<file path="config.mk">
export PLATFORM = sky130hd
export DESIGN_NAME = uart_core_param
export DESIGN_NICKNAME = d
export VERILOG_FILES = /design/src/rtl/uart_core_param.sv
export SDC_FILE = /design/constraint.sdc
export NUM_CORES = 1
export LEC_CHECK = 0
export ABC_AREA = 0
export BUFFER_PORTS_ARGS = -buffer_cell sky130_fd_sc_hd__buf_2
export CORE_MARGIN = 4
export CORE_UTILIZATION = 51
export CTS_CLUSTER_DIAMETER = 30
export DETAILED_ROUTE_END_ITERATION = 12
export PLACE_DENSITY = 0.68
export SLEW_MARGIN = 20
export SYNTH_ARGS = -nofsm -noshare
export SYNTH_HDL_FRONTEND = slang
export SYNTH_SLANG_ARGS = --single-unit
</file>
<file path="constraint.sdc">
create_clock -name clk -period 2.9 [get_ports clk]
set_input_delay 0.435 -clock clk [delete_from_list [all_inputs] [get_ports clk]]
set_output_delay 0.435 -clock clk [all_outputs]
set_load 0.02 [all_outputs]
</file>
<file path="src/rtl/uart_core_param.sv">
// Parametrised full-duplex UART: configurable data bits, parity and stop bits.
// Shared oversampled tick drives a TX shifter and a centre-sampling RX.
module uart_core_param #(
  parameter int CLK_FREQ   = 50000000,
  parameter int BAUD_RATE  = 9600,
  parameter int DATA_BITS  = 8,
  parameter int PARITY     = 0,
  parameter int STOP_BITS  = 1,
  parameter int OVERSAMPLE = 16
) (
  input  logic                 clk,
  input  logic                 rst,
  input  logic                 tx_start,
  input  logic [DATA_BITS-1:0] tx_data,
  output logic                 tx,
  output logic                 tx_busy,
  output logic                 tx_done,
  input  logic                 rx,
  output logic [DATA_BITS-1:0] rx_data,
  output logic                 rx_done,
  output logic                 rx_parity_err,
  output logic                 rx_frame_err
);
  localparam int DIV = CLK_FREQ / (BAUD_RATE * OVERSAMPLE);
  localparam int DW  = (DIV > 1) ? $clog2(DIV) : 1;
  localparam int SW  = $clog2(OVERSAMPLE);
  localparam int BW  = $clog2(DATA_BITS);
  localparam logic [DW-1:0] DIV_M1   = DW'(DIV - 1);
  localparam logic [SW-1:0] SUB_END  = SW'(OVERSAMPLE - 1);
  localparam logic [SW-1:0] SUB_HALF = SW'(OVERSAMPLE / 2 - 1);
  localparam logic [BW-1:0] LAST_BIT = BW'(DATA_BITS - 1);
  localparam logic [BW-1:0] LAST_STP = BW'(STOP_BITS - 1);
  localparam logic          ODD      = (PARITY == 2);

  localparam logic [2:0] S_IDLE  = 3'd0;
  localparam logic [2:0] S_START = 3'd1;
  localparam logic [2:0] S_DATA  = 3'd2;
  localparam logic [2:0] S_PAR   = 3'd3;
  localparam logic [2:0] S_STOP  = 3'd4;

  logic [DW-1:0] div_q;
  logic          tick;

  assign tick = (div_q == DIV_M1);

  always_ff @(posedge clk) begin
    if (rst || tick) div_q <= '0;
    else             div_q <= div_q + 1'b1;
  end

  logic [2:0]           tx_st_q, tx_st_d;
  logic [SW-1:0]        tx_sub_q, tx_sub_d;
  logic [BW-1:0]        tx_bit_q, tx_bit_d;
  logic [DATA_BITS-1:0] tx_sh_q, tx_sh_d;
  logic                 tx_par_q, tx_par_d;
  logic                 tx_q, tx_d;
  logic                 tx_done_q, tx_done_d;
  logic                 tx_end;

  assign tx_end = tick && (tx_sub_q == SUB_END);

  always_comb begin
    tx_st_d   = tx_st_q;
    tx_sub_d  = tx_sub_q;
    tx_bit_d  = tx_bit_q;
    tx_sh_d   = tx_sh_q;
    tx_par_d  = tx_par_q;
    tx_d      = tx_q;
    tx_done_d = 1'b0;
    if (tx_st_q != S_IDLE && tick) tx_sub_d = tx_sub_q + 1'b1;
    if (tx_end) tx_sub_d = '0;
    unique case (tx_st_q)
      S_IDLE: if (tx_start) begin
        tx_st_d  = S_START;
        tx_sh_d  = tx_data;
        tx_par_d = (^tx_data) ^ ODD;
        tx_sub_d = '0;
        tx_d     = 1'b0;
      end
      S_START: if (tx_end) begin
        tx_st_d  = S_DATA;
        tx_bit_d = '0;
        tx_d     = tx_sh_q[0];
        tx_sh_d  = tx_sh_q >> 1;
      end
      S_DATA: if (tx_end) begin
        if (tx_bit_q == LAST_BIT) begin
          tx_bit_d = '0;
          tx_st_d  = (PARITY != 0) ? S_PAR : S_STOP;
          tx_d     = (PARITY != 0) ? tx_par_q : 1'b1;
        end else begin
          tx_bit_d = tx_bit_q + 1'b1;
          tx_d     = tx_sh_q[0];
          tx_sh_d  = tx_sh_q >> 1;
        end
      end
      S_PAR: if (tx_end) begin
        tx_st_d  = S_STOP;
        tx_bit_d = '0;
        tx_d     = 1'b1;
      end
      S_STOP: if (tx_end) begin
        if (tx_bit_q == LAST_STP) begin
          tx_st_d   = S_IDLE;
          tx_done_d = 1'b1;
        end else begin
          tx_bit_d = tx_bit_q + 1'b1;
        end
      end
      default: tx_st_d = S_IDLE;
    endcase
  end

  always_ff @(posedge clk) begin
    if (rst) begin
      tx_st_q   <= S_IDLE;
      tx_sub_q  <= '0;
      tx_bit_q  <= '0;
      tx_sh_q   <= '0;
      tx_par_q  <= 1'b0;
      tx_q      <= 1'b1;
      tx_done_q <= 1'b0;
    end else begin
      tx_st_q   <= tx_st_d;
      tx_sub_q  <= tx_sub_d;
      tx_bit_q  <= tx_bit_d;
      tx_sh_q   <= tx_sh_d;
      tx_par_q  <= tx_par_d;
      tx_q      <= tx_d;
      tx_done_q <= tx_done_d;
    end
  end

  assign tx      = tx_q;
  assign tx_busy = (tx_st_q != S_IDLE);
  assign tx_done = tx_done_q;

  logic                 rx_s1_q, rx_s2_q;
  logic [2:0]           rx_st_q, rx_st_d;
  logic [SW-1:0]        rx_sub_q, rx_sub_d;
  logic [BW-1:0]        rx_bit_q, rx_bit_d;
  logic [DATA_BITS-1:0] rx_sh_q, rx_sh_d;
  logic                 rx_par_q, rx_par_d;
  logic [DATA_BITS-1:0] rx_data_q, rx_data_d;
  logic                 rx_done_q, rx_done_d;
  logic                 rx_perr_q, rx_perr_d;
  logic                 rx_ferr_q, rx_ferr_d;
  logic                 rx_samp;

  assign rx_samp = tick && (rx_sub_q == SUB_END);

  always_comb begin
    rx_st_d   = rx_st_q;
    rx_sub_d  = rx_sub_q;
    rx_bit_d  = rx_bit_q;
    rx_sh_d   = rx_sh_q;
    rx_par_d  = rx_par_q;
    rx_data_d = rx_data_q;
    rx_perr_d = rx_perr_q;
    rx_ferr_d = rx_ferr_q;
    rx_done_d = 1'b0;
    if (rx_st_q != S_IDLE && tick) rx_sub_d = rx_sub_q + 1'b1;
    if (rx_samp) rx_sub_d = '0;
    unique case (rx_st_q)
      S_IDLE: if (!rx_s2_q) begin
        rx_st_d  = S_START;
        rx_sub_d = '0;
      end
      // Half-bit recheck of the start bit rejects short glitches
      S_START: if (tick && rx_sub_q == SUB_HALF) begin
        rx_sub_d = '0;
        rx_bit_d = '0;
        rx_st_d  = rx_s2_q ? S_IDLE : S_DATA;
      end
      S_DATA: if (rx_samp) begin
        rx_sh_d = {rx_s2_q, rx_sh_q[DATA_BITS-1:1]};
        if (rx_bit_q == LAST_BIT) rx_st_d = (PARITY != 0) ? S_PAR : S_STOP;
        else                      rx_bit_d = rx_bit_q + 1'b1;
      end
      S_PAR: if (rx_samp) begin
        rx_par_d = rx_s2_q;
        rx_st_d  = S_STOP;
      end
      S_STOP: if (rx_samp) begin
        rx_st_d   = S_IDLE;
        rx_data_d = rx_sh_q;
        rx_perr_d = (PARITY != 0) && (rx_par_q ^ (^rx_sh_q) ^ ODD);
        rx_ferr_d = !rx_s2_q;
        rx_done_d = 1'b1;
      end
      default: rx_st_d = S_IDLE;
    endcase
  end

  always_ff @(posedge clk) begin
    if (rst) begin
      rx_s1_q   <= 1'b1;
      rx_s2_q   <= 1'b1;
      rx_st_q   <= S_IDLE;
      rx_sub_q  <= '0;
      rx_bit_q  <= '0;
      rx_sh_q   <= '0;
      rx_par_q  <= 1'b0;
      rx_data_q <= '0;
      rx_done_q <= 1'b0;
      rx_perr_q <= 1'b0;
      rx_ferr_q <= 1'b0;
    end else begin
      rx_s1_q   <= rx;
      rx_s2_q   <= rx_s1_q;
      rx_st_q   <= rx_st_d;
      rx_sub_q  <= rx_sub_d;
      rx_bit_q  <= rx_bit_d;
      rx_sh_q   <= rx_sh_d;
      rx_par_q  <= rx_par_d;
      rx_data_q <= rx_data_d;
      rx_done_q <= rx_done_d;
      rx_perr_q <= rx_perr_d;
      rx_ferr_q <= rx_ferr_d;
    end
  end

  assign rx_data       = rx_data_q;
  assign rx_done       = rx_done_q;
  assign rx_parity_err = rx_perr_q;
  assign rx_frame_err  = rx_ferr_q;
endmodule
</file>
==> key figures, run 1 <==
Outcome
  – Status: finished, final reports clean

Run
  – Max Cap Violations: 0

Placed design
  – Final Wtd Congestion: 0.7623
  – PortBufs: 24
  – Hpwl dp: 3750 um
  – Dpl ws: 0.7127 ns

Worst setup path
  – Worst path slowest cell: or4b_4
  – WS Path Type: register to register
  – Crit path DAT: 2.45 ns
  – Max stage delay on crit path: 0.59 ns
  – Critical Path Stages: 4
  – CP Capture Type: register
  – Max Fanout on Critical Path: 12
  – Buf/Inv on CP: 0
  – Reg2reg path depth: 4
  – Cells along the critical path: or4b_4 -> or3_1 -> or3_1 -> a211oi_1
  – R2R Path Start: div_q[2]
  – Crit path from: div_q[2]
  – Setup crit start kind: register
  – Worst path top cell family by delay: simple AND/OR/NAND/NOR gates
  – Crit path required time: 3.15 ns
  – Crit path top cell by count: or3_1

Hold path
  – Class of the most critical hold timing path: input port to register
  – Worst hold path cell count: 2
  – Min-delay src: rx

Synth
  – Simple logic cell fraction of the synthesized area: 24.53%
  – Synth Area in XOR/XNOR: 4.308%
  – Mux share of post-synthesis cell area: 9.846%
  – Netlist cell types: 50
  – Synth warn: 0
  – Mapped cell area: 0.002846 sq mm
  – Synth Flop Type: dfxtp_1
  – Cells after synthesis: 315
  – Adder-Cell Fraction of Synth Area: 3.956%
  – Synth Area in Compound Gates: 11.56%
  – Ys async rst share: 0%
  – Number of synthesized flops with an enable pin: 0
  – #FFs+latches synth: 59
  – Largest family of logic cells by synthesized area: simple AND/OR/NAND/NOR gates
  – Syn_area_per_cell: 9.036 sq um
  – Mapped Nets: 336
  – Register area share after synthesis: 41.49%

GRT
  – GR Util met1: 22.53%
  – Vias in the first global route: 2,034
  – Largest net degree at the start of global routing: 21
  – GRT busiest layer: met2
  – First-pass GRT wire length: 9156 um
  – GRT met2 Usage: 27.48%
  – Routing usage on met3: 4.555%
  – Initial antenna violation count: 0
  – All-Layer GR Usage: 17.58%
  – Gr ovfl total: 0

Layout
  – Area of the multi-input gates: 0.001546 sq mm
  – Area Growth Syn to Fin: 13.36%
  – Reg area: 0.001181 sq mm
  – Number of nets in the layout: 360
  – Fillcell total: 503
  – Layout cell share with drive strength beyond 1: 19.77%
  – Antenna cells: 0

Die
  – # rows: 26
  – Die area: 0.006841 sq mm
  – IO Count: 26
  – Core Region: 0.005270 sq mm
  – Starting density of the core: 54.01%
  – Die height: 82.71 um
  – Die Width: 82.71 um

Timing
  – Setup Viol. Count Final: 0
  – Min Tclk post-route: 2.199 ns
  – Hold Fails Final Rpt: 0
  – Max-slew violation count: 0
  – Setup_tns: 0 ns
  – Final setup skew: 0.005180 ns
  – Max Freq: 454.7 MHz
  – Worst slew pin tran: 0.6625 ns
  – RSZ-0062 raised after global routing: no
  – Fin crit share: 75.84%
  – Slew headroom: 55.21%
  – Final WS setup: 0.7006 ns

Drt
  – Total number of vias: 2,218
  – WL/cell: 12.70 um
  – 1st-iter DRT viols: 88
  – Routed Antenna Nets: 0
  – DRT Pass-1 Iters: 5
  – # DRC: 0
  – WL final: 5257 um
  – Vias/cell: 5.357

Clock tree
  – TritonCTS clock tree: yes
  – Post-CTS Setup Bufs: 0
  – CTS Buf Count: 9
  – CTS Buffer Depth: 2
  – Hold-fix buffers, CTS: 0
  – Clock Sinks: 59
  – Worst-path clk slew: 0.07 ns
  – Root Buffer: clkbuf_8
  – PostCTS Resize Cnt: 0
  – Clk_lat worst skew: 0.34 ns
  – H-Tree Depth: 3

Power and ir drop
  – Pwr dens: 526.3 mW/mm^2
  – Leakage: 1.242 nW
  – Worst vdd ir: 0.3142 mV
stage by stage:
step / hold slack (ns) / instance area, sq um / utilization, % / cells / power [W]
floorplan: 0.3895 / 2846 / - / 315 / 0.0009461
global placement: 0.4050 / 3025 / 57.41 / 398 / 0.0009709
detailed placement: 0.4025 / 3025 / 57.41 / 398 / 0.0009737
CTS: 0.2646 / 3227 / 61.23 / 414 / 0.001720
global route: 0.2708 / 3227 / 61.23 / 414 / 0.001776
finish: 0.2761 / 3227 / 61.23 / 414 / 0.001698
power by group:
part	total, W	switching, W	internal [W]
clock	0.000744	0.000342	0.000402
combinational	0.000110	0.0000607	0.0000491
sequential	0.000845	0.0000167	0.000828
total	0.00170	0.000420	0.00128
registers in the layout (all words and copies together) (netlist names):
| register | flops |
|---|---|
| div_q | 9 |
| rx_bit_q | 3 |
| rx_data | 8 |
| rx_done | 1 |
| rx_frame_err | 1 |
| rx_s1_q | 1 |
| rx_s2_q | 1 |
| rx_sh_q | 8 |
| rx_st_q | 3 |
| rx_sub_q | 4 |
| tx | 1 |
| tx_bit_q | 3 |
| tx_done | 1 |
| tx_sh_q | 8 |
| tx_st_q | 3 |
| tx_sub_q | 4 |
cells by family after synthesis:
kind of cell | count (synthesis)
simple gates | 126
compound gates | 52
buf+inv | 27
fa+ha+maj | 9
mux | 27
flops | 59
other cells | 1
xor+xnor | 14
synth_stat cells (2+ instances only):
cell,count,share of area (%)
a211oi_1,3,0.79
a21oi_1,14,2.5
a2bb2oi_1,2,0.62
and4b_1,2,0.70
buf_1,2,0.26
buf_4,2,0.53
clkbuf_1,14,1.8
dfxtp_1,59,41
ha_1,9,4.0
inv_1,7,0.92
mux2_2,8,3.2
mux2i_1,19,6.7
nand2_1,5,0.66
nand2b_1,4,0.88
nand3_1,19,3.3
nand4_1,6,1.3
nor2_1,44,5.8
nor2b_1,11,2.4
nor3_1,9,1.6
nor3b_1,2,0.53
nor4_1,4,0.88
nor4b_1,3,0.92
o2111ai_1,2,0.62
o21a_1,3,0.79
o21ai_0,17,3.0
o21bai_1,2,0.53
o221ai_1,2,0.62
or2_2,3,0.66
or3_1,3,0.66
or3b_2,2,0.62
or4b_2,2,0.70
xnor2_1,6,1.8
xor2_1,8,2.5
placed cells by master (no fill, tap or decap), types with 3 or more instances in the layout:
master	n
or2_2	3
xnor2_1	6
ha_1	9
inv_1	7
nor2_1	44
nand3_1	19
nand2b_1	4
nor4b_1	3
nand2_1	5
mux2_2	8
mux2i_1	19
xor2_1	8
nor2b_1	11
o21a_1	3
a21oi_1	14
nand4_1	6
clkbuf_8	9
nor3_1	9
nor4_1	4
a211oi_1	3
dfxtp_1	59
o21ai_0	17
buf_2	24
buf_4	8
clkinv_4	3
or3_1	3
area by class of cell:
class / instances / area share (%)
Tap cell: 70 / 2.714
Sequential cell: 59 / 36.60
Timing Repair Buffer: 32 / 5.584
Multi-Input combinational cell: 229 / 47.93
Inverter: 8 / 0.9306
Clock buffer: 9 / 3.839
Clock inverter: 7 / 2.404
path summary, 6_finish.rpt:
path                endpoint  slack [ns]
setup reg to reg  tx_st_q[1]        0.70
setup / recovery  tx_st_q[1]        0.70
hold / removal       rx_s1_q        0.28
hold reg to reg      rx_s2_q        0.43
layer usage:
layer / vias up / wire length (um)
li1: 1165 / -
met1: 1006 / 2580
met2: 37 / 2369
met3: 10 / 187
met4: 0 / 119
met5: - / 0
Power figures use the tool's default switching activity.
==> run 2, diff against run 1 <==
--- a/config.mk
+++ b/config.mk
@@ -5,13 +5,13 @@
 export SDC_FILE = /design/constraint.sdc
 export NUM_CORES = 1
 export LEC_CHECK = 0
-export ABC_AREA = 0
+export ABC_AREA = 1
 export BUFFER_PORTS_ARGS = -buffer_cell sky130_fd_sc_hd__buf_2
 export CORE_MARGIN = 4
 export CORE_UTILIZATION = 51
 export CTS_CLUSTER_DIAMETER = 30
 export DETAILED_ROUTE_END_ITERATION = 12
-export PLACE_DENSITY = 0.68
+export PLACE_DENSITY = 0.71
 export SLEW_MARGIN = 20
 export SYNTH_ARGS = -nofsm -noshare
 export SYNTH_HDL_FRONTEND = slang
==> constraint.sdc (replaced) <==
create_clock -name clk -period 1.8 [get_ports clk]
set_input_delay 0.27 -clock clk [delete_from_list [all_inputs] [get_ports clk]]
set_output_delay 0.27 -clock clk [all_outputs]
set_load 0.02 [all_outputs]
==> run 2 against run 1 <==
Compared with the run above: core utilization rose by 0.28 points; routed wire length is 3.3% lower; maximum frequency increased by 33%; critical path type unchanged; highest routed layer unchanged.
==> key figures, run 2 <==
Layout
  – Most frequent cells in the layout: 69 x nor2_1, 59 x dfxtp_1, 58 x nand2_1
  – Most common cell after layout, fill and taps aside: nor2_1
  – Area of the multi-input gates: 0.001409 sq mm
  – Reg area: 0.001181 sq mm
  – Area Growth Syn to Fin: 13.79%
  – Fillcell total: 473
  – Antenna cells: 0
  – Util after Layout: 61.51%
  – Number of nets in the layout: 429
  – Biggest register: div_q
  – Non-filler cells, final: 483
  – Max FFs per register: 9
  – Layout cell share with drive strength beyond 1: 19.85%

Power and ir drop
  – Leakage: 1.497 nW
  – Worst vdd ir: 1.369 mV
  – PnR Total Power: 0.004465 W
  – Pwr dens: 1386 mW/mm^2

Timing
  – Hold Fails Final Rpt: 0
  – Final Hold Slack: 0.1134 ns
  – Setup Viol. Count Final: 0
  – Fin crit share: 92.05%
  – RSZ-0062 raised after global routing: yes
  – Setup_tns: 0 ns
  – Max Freq: 603.5 MHz
  – Final setup skew: 0.009813 ns
  – Min Tclk post-route: 1.657 ns
  – Max-slew violation count: 0

GRT
  – Initial antenna violation count: 0
  – Vias in the first global route: 2,037
  – First-pass GRT wire length: 8645 um
  – All-Layer GR Usage: 16.88%
  – Largest net degree at the start of global routing: 37
  – Gr ovfl total: 0

Worst setup path
  – Reg2reg path depth: 9
  – R2r setup slk: 0.14 ns
  – R2R Path Start: div_q[0]
  – CP Capture Type: register
  – Setup crit start kind: register
  – Crit path DAT: 1.88 ns
  – WS Path Type: register to register
  – Crit path required time: 2.03 ns
  – Max Fanout on Critical Path: 10
  – R2R Path End: rx_data[5]

Synth
  – #FFs+latches synth: 59
  – Syn_area_per_cell: 7.451 sq um
  – Synth Flop Type: dfxtp_1
  – Register area share after synthesis: 41.71%
  – Mux share of post-synthesis cell area: 0%
  – Number of synthesized flops with an enable pin: 0
  – Simple logic cell fraction of the synthesized area: 31.51%
  – Area contributors post-synth: dfxtp_1 42%, nor2_1 9.3%, nand2_1 7.7%, inv_1 4.8%, ha_1 4.0%
  – Synth top area share: 41.71%
  – Cells after synthesis: 380
  – Largest family of logic cells by synthesized area: simple AND/OR/NAND/NOR gates
  – Count leader, synth: nor2_1
  – Ys async rst share: 0%
  – Netlist cell types: 43
  – Synth Area in XOR/XNOR: 1.547%
  – Adder-Cell Fraction of Synth Area: 3.977%
  – Mapped Nets: 401
  – Synth Area in Compound Gates: 12.33%
  – Synth warn: 0
  – Mapped cell area: 0.002831 sq mm
  – Most frequent cells after synthesis: 70 x nor2_1, 59 x dfxtp_1, 58 x nand2_1
  – Yosys top cell by area: dfxtp_1

Die
  – Core Region: 0.005238 sq mm
  – Die area: 0.006808 sq mm
  – Starting density of the core: 54.06%
  – # rows: 26
  – Die Width: 82.51 um
  – Die height: 82.51 um
  – IO Count: 26

Hold path
  – Worst hold path cell count: 2
  – Class of the most critical hold timing path: input port to register
  – Min-delay src: rx
  – Worst Hold Endpoint: rx_s1_q

Drt
  – WL final: 5081 um
  – 1st-iter DRT viols: 120
  – WL/cell: 10.52 um
  – Vias/cell: 4.913
  – DRT Pass-1 Iters: 4
  – # DRC: 0
  – Routed Antenna Nets: 0
  – Total number of vias: 2,373

Clock tree
  – Worst-path clk slew: 0.07 ns
  – Root Buffer: clkbuf_8
  – Clk_lat worst skew: 0.34 ns
  – CTS Buf Count: 9
  – Clock Sinks: 59
  – H-Tree Depth: 3
  – CTS Buffer Depth: 2
  – TritonCTS clock tree: yes

Run
  – Max Cap Violations: 0

Placed design
  – Final Wtd Congestion: 0.8884
  – Cell count after placement: 467
  – PortBufs: 24
  – Hpwl dp: 3720 um

Outcome
  – Status: finished, final reports clean
run 2: cell types whose count changed in the layout (fill, tap and decap cells not counted), moves of 11 or more:
cell,change
nor2b_1,-11
nor2_1,+25
nand2_1,+53
mux2i_1,-19
o21ai_1,+20
inv_1,+28
run 2: cell type report:
type | count | area share [%]
clock inverters | 6 | 2.718
well taps | 70 | 2.718
repair buffers | 26 | 4.194
multi-input cells | 265 | 43.73
flip-flops and latches | 59 | 36.66
inverters | 47 | 5.709
clock buffers | 10 | 4.272
run 2: logic make-up (layout without fill, tap and decap cells):
| group | count (synthesis) | in the layout |
|---|---|---|
| XOR/XNOR | 5 | 5 |
| adder cells (fa/ha/maj) | 9 | 9 |
| AO/OA/AOI/OAI | 66 | 66 |
| flip-flops | 59 | 59 |
| AND/OR/NAND/NOR | 184 | 184 |
| buffers and inverters | 56 | 89 |
| other | 1 | 1 |
run 2: worst max path at each step:
| stage | cells after the start | end | slack [ns] | from |
|---|---|---|---|---|
| floorplan | 10 | tx_sh_q[5] | 0.30 | div_q[0] |
| global placement | 10 | rx_frame_err | 0.15 | div_q[0] |
| detailed placement | 10 | rx_data[5] | 0.11 | div_q[0] |
| CTS | 10 | rx_data[5] | 0.08 | div_q[0] |
| global route | 10 | rx_frame_err | -0.01 | div_q[0] |
| finish | 9 | rx_data[5] | 0.14 | div_q[0] |
run 2: report_power, final:
group | switching [W] | internal, W
sequential | 0.000114 | 0.00148
clock | 0.000523 | 0.000818
combinational | 0.00102 | 0.000513
total | 0.00165 | 0.00281
run 2: repair_timing:
item / in CTS / in global routing
gates resized for setup: 0 / 5
buffers inserted: 0 / 0
hold buffers: 0 / 0
endpoints found under the setup margin: 0 / 11
run 2: per-stage QoR:
step,area (sq um),setup WS [ns]
finish,3222,0.1431
global route,3222,-0.01278
CTS,3211,0.08422
detailed placement,2985,0.1069
global placement,2985,0.1459
floorplan,2831,0.2982
run 2: routing by layer:
metal	up-vias	track usage (%)	part of all wire (%)
li1	1273	-	-
met1	1059	20.43	49
met3	6	6.833	4.5
met2	35	26.84	45
met5	-	0	0
met4	0	6.373	1.3
run 2: critical path, cell delays in order (launching register included):
cell     delay [ns]
dfxtp_1        0.34
inv_1          0.06
ha_1           0.14
nand2_1        0.12
nor2_8         0.15
nand2_2        0.11
inv_2          0.10
nand3_2        0.19
o21ai_0        0.26
nor2_1         0.07
==> run 3, diff against run 2 <==
--- a/config.mk
+++ b/config.mk
@@ -11,7 +11,7 @@
 export CORE_UTILIZATION = 51
 export CTS_CLUSTER_DIAMETER = 30
 export DETAILED_ROUTE_END_ITERATION = 12
-export PLACE_DENSITY = 0.71
+export PLACE_DENSITY = 0.78
 export SLEW_MARGIN = 20
 export SYNTH_ARGS = -nofsm -noshare
 export SYNTH_HDL_FRONTEND = slang
==> run 3 against run 2 <==
Compared with the run above: global-route usage up 0.92 points; design area increased by 0.23%; clock power grew 7%; routed wire length grew 4.2%; first-iteration DRC count increased by 5.0%; critical path depth grew 1; maximum frequency up 3.3%; via count increased by 0.76%; combinational power about the same; sequential cell count did not move; sequential share of layout area shrank 0.085 points; sequential power is essentially flat; critical path type unchanged; largest power group unchanged.
==> key figures, run 3 (same netlist as run 2, synthesis figures left out) <==
Outcome
  – Status: finished, final reports clean

Layout
  – Fillcell total: 447
  – Post-route cell area: 0.003229 sq mm
  – Antenna cells: 0
  – Layout cell share with drive strength beyond 1: 19.37%
  – Most frequent cells in the layout: 68 x nor2_1, 59 x dfxtp_1, 58 x nand2_1
  – Biggest register: div_q
  – Number of nets in the layout: 430
  – Reg area: 0.001181 sq mm
  – Most common cell after layout, fill and taps aside: nor2_1
  – Max FFs per register: 9
  – Area of the multi-input gates: 0.001406 sq mm
  – Area Growth Syn to Fin: 14.05%

Timing
  – Min Tclk post-route: 1.604 ns
  – Setup Viol. Count Final: 0
  – RSZ-0062 raised after global routing: no
  – Final setup skew: 0.008365 ns
  – Final WS setup: 0.1958 ns
  – Max-slew violation count: 0
  – Fin crit share: 89.12%
  – Max Freq: 623.4 MHz
  – Hold Fails Final Rpt: 0
  – Setup_tns: 0 ns

GRT
  – First-pass GRT wire length: 9280 um
  – Vias in the first global route: 2,245
  – Largest net degree at the start of global routing: 19
  – All-Layer GR Usage: 17.79%
  – Initial antenna violation count: 0
  – Gr ovfl total: 0

Drt
  – Vias/cell: 4.950
  – DRT Pass-1 Iters: 4
  – Wire length on met2: 2380 um
  – WL/cell: 10.96 um
  – Total number of vias: 2,391
  – WL final: 5294 um
  – Routed Antenna Nets: 0
  – Max layer used: met4
  – Met1 wire length: 2474 um
  – 1st-iter DRT viols: 126
  – # DRC: 0
  – WL met3: 304 um

Placed design
  – PortBufs: 24
  – Final Wtd Congestion: 0.9048
  – Dpl ws: 0.1744 ns
  – DP Area: 0.002993 sq mm
  – Hpwl dp: 3758 um

Clock tree
  – Clk_lat worst skew: 0.34 ns
  – CTS Buffer Depth: 2
  – TritonCTS clock tree: yes
  – Root Buffer: clkbuf_8
  – Clock Sinks: 59
  – H-Tree Depth: 3
  – PostCTS Resize Cnt: 0
  – Post-CTS Setup Bufs: 0
  – Worst-path clk slew: 0.06 ns
  – CTS Buf Count: 9
  – Hold-fix buffers, CTS: 0

Worst setup path
  – WS Path Type: register to register
  – R2r setup slk: 0.20 ns
  – Worst path top cell family by delay: simple AND/OR/NAND/NOR gates
  – Reg2reg path depth: 10
  – Max Fanout on Critical Path: 8
  – Critical Path Stages: 10
  – Crit path top cell by count: inv_1
  – Crit path DAT: 1.89 ns
  – Crit path required time: 2.08 ns
  – Setup crit start kind: register
  – Buf/Inv on CP: 3
  – Worst path slowest cell: dfxtp_1
  – CP Capture Type: register
  – Cells along the critical path: inv_1 -> ha_1 -> nand2_1 -> nor2_8 -> nand2_2 -> inv_2 -> nor2_1 -> inv_1 -> a21oi_1 -> o21a_1
  – Max stage delay on crit path: 0.37 ns

Die
  – Die height: 82.51 um
  – # rows: 26
  – Core Region: 0.005238 sq mm
  – Starting density of the core: 54.06%
  – IO Count: 26
  – Die Width: 82.51 um
  – Die area: 0.006808 sq mm

Power and ir drop
  – Worst vdd ir: 1.025 mV
  – Pwr dens: 1408 mW/mm^2
  – Leakage: 1.498 nW

Run
  – Max Cap Violations: 0

Hold path
  – Worst hold path cell count: 2
  – Class of the most critical hold timing path: input port to register
[run 3: layout make-up]
class                      instances  share of cell area [%]
multi-input combinational        265                   43.55
clock buffer                      10                   3.952
timing repair buffer              27                   4.417
inverter                          47                   5.618
clock inverter                     5                   3.177
sequential                        59                   36.57
tap                               70                   2.712
[run 3: metal layers]
metal | vias to the layer above | track usage [%]
li1 | 1275 | -
met4 | 0 | 11.27
met2 | 57 | 26.84
met5 | - | 0
met1 | 1045 | 21.65
met3 | 14 | 5.965
[run 3: stage by stage]
step                      util (%)  power [W]  cells  hold WS [ns]
final                        61.66   0.004546    483        0.1178
after global routing         61.66   0.004902    483        0.1108
after CTS                    61.54   0.004568    483        0.1117
after detailed placement     57.14   0.003133    468        0.3971
after global placement       57.14   0.003098    468        0.3920
after floorplan                  -   0.002963    380        0.3738
[run 3: worst paths after layout]
kind                    to     start
setup / recovery  div_q[7]  div_q[0]
hold / removal     rx_s1_q        rx
setup reg to reg  div_q[7]  div_q[0]
hold reg to reg    rx_s2_q   rx_s1_q
[run 3: where the power goes]
part           switching (W)  internal (W)
Combinational        0.00102      0.000506
Sequential          0.000112       0.00148
Clock               0.000516      0.000909
[run 3: worst reg2reg max path, delay by kind of cell (launching register included)]
| kind | cells | cell delay, ns |
|---|---|---|
| AND/OR/NAND/NOR | 4 | 0.45 |
| flip-flops | 1 | 0.37 |
| AO/OA/AOI/OAI | 2 | 0.28 |
| buffers and inverters | 3 | 0.27 |
| adder cells (fa/ha/maj) | 1 | 0.18 |
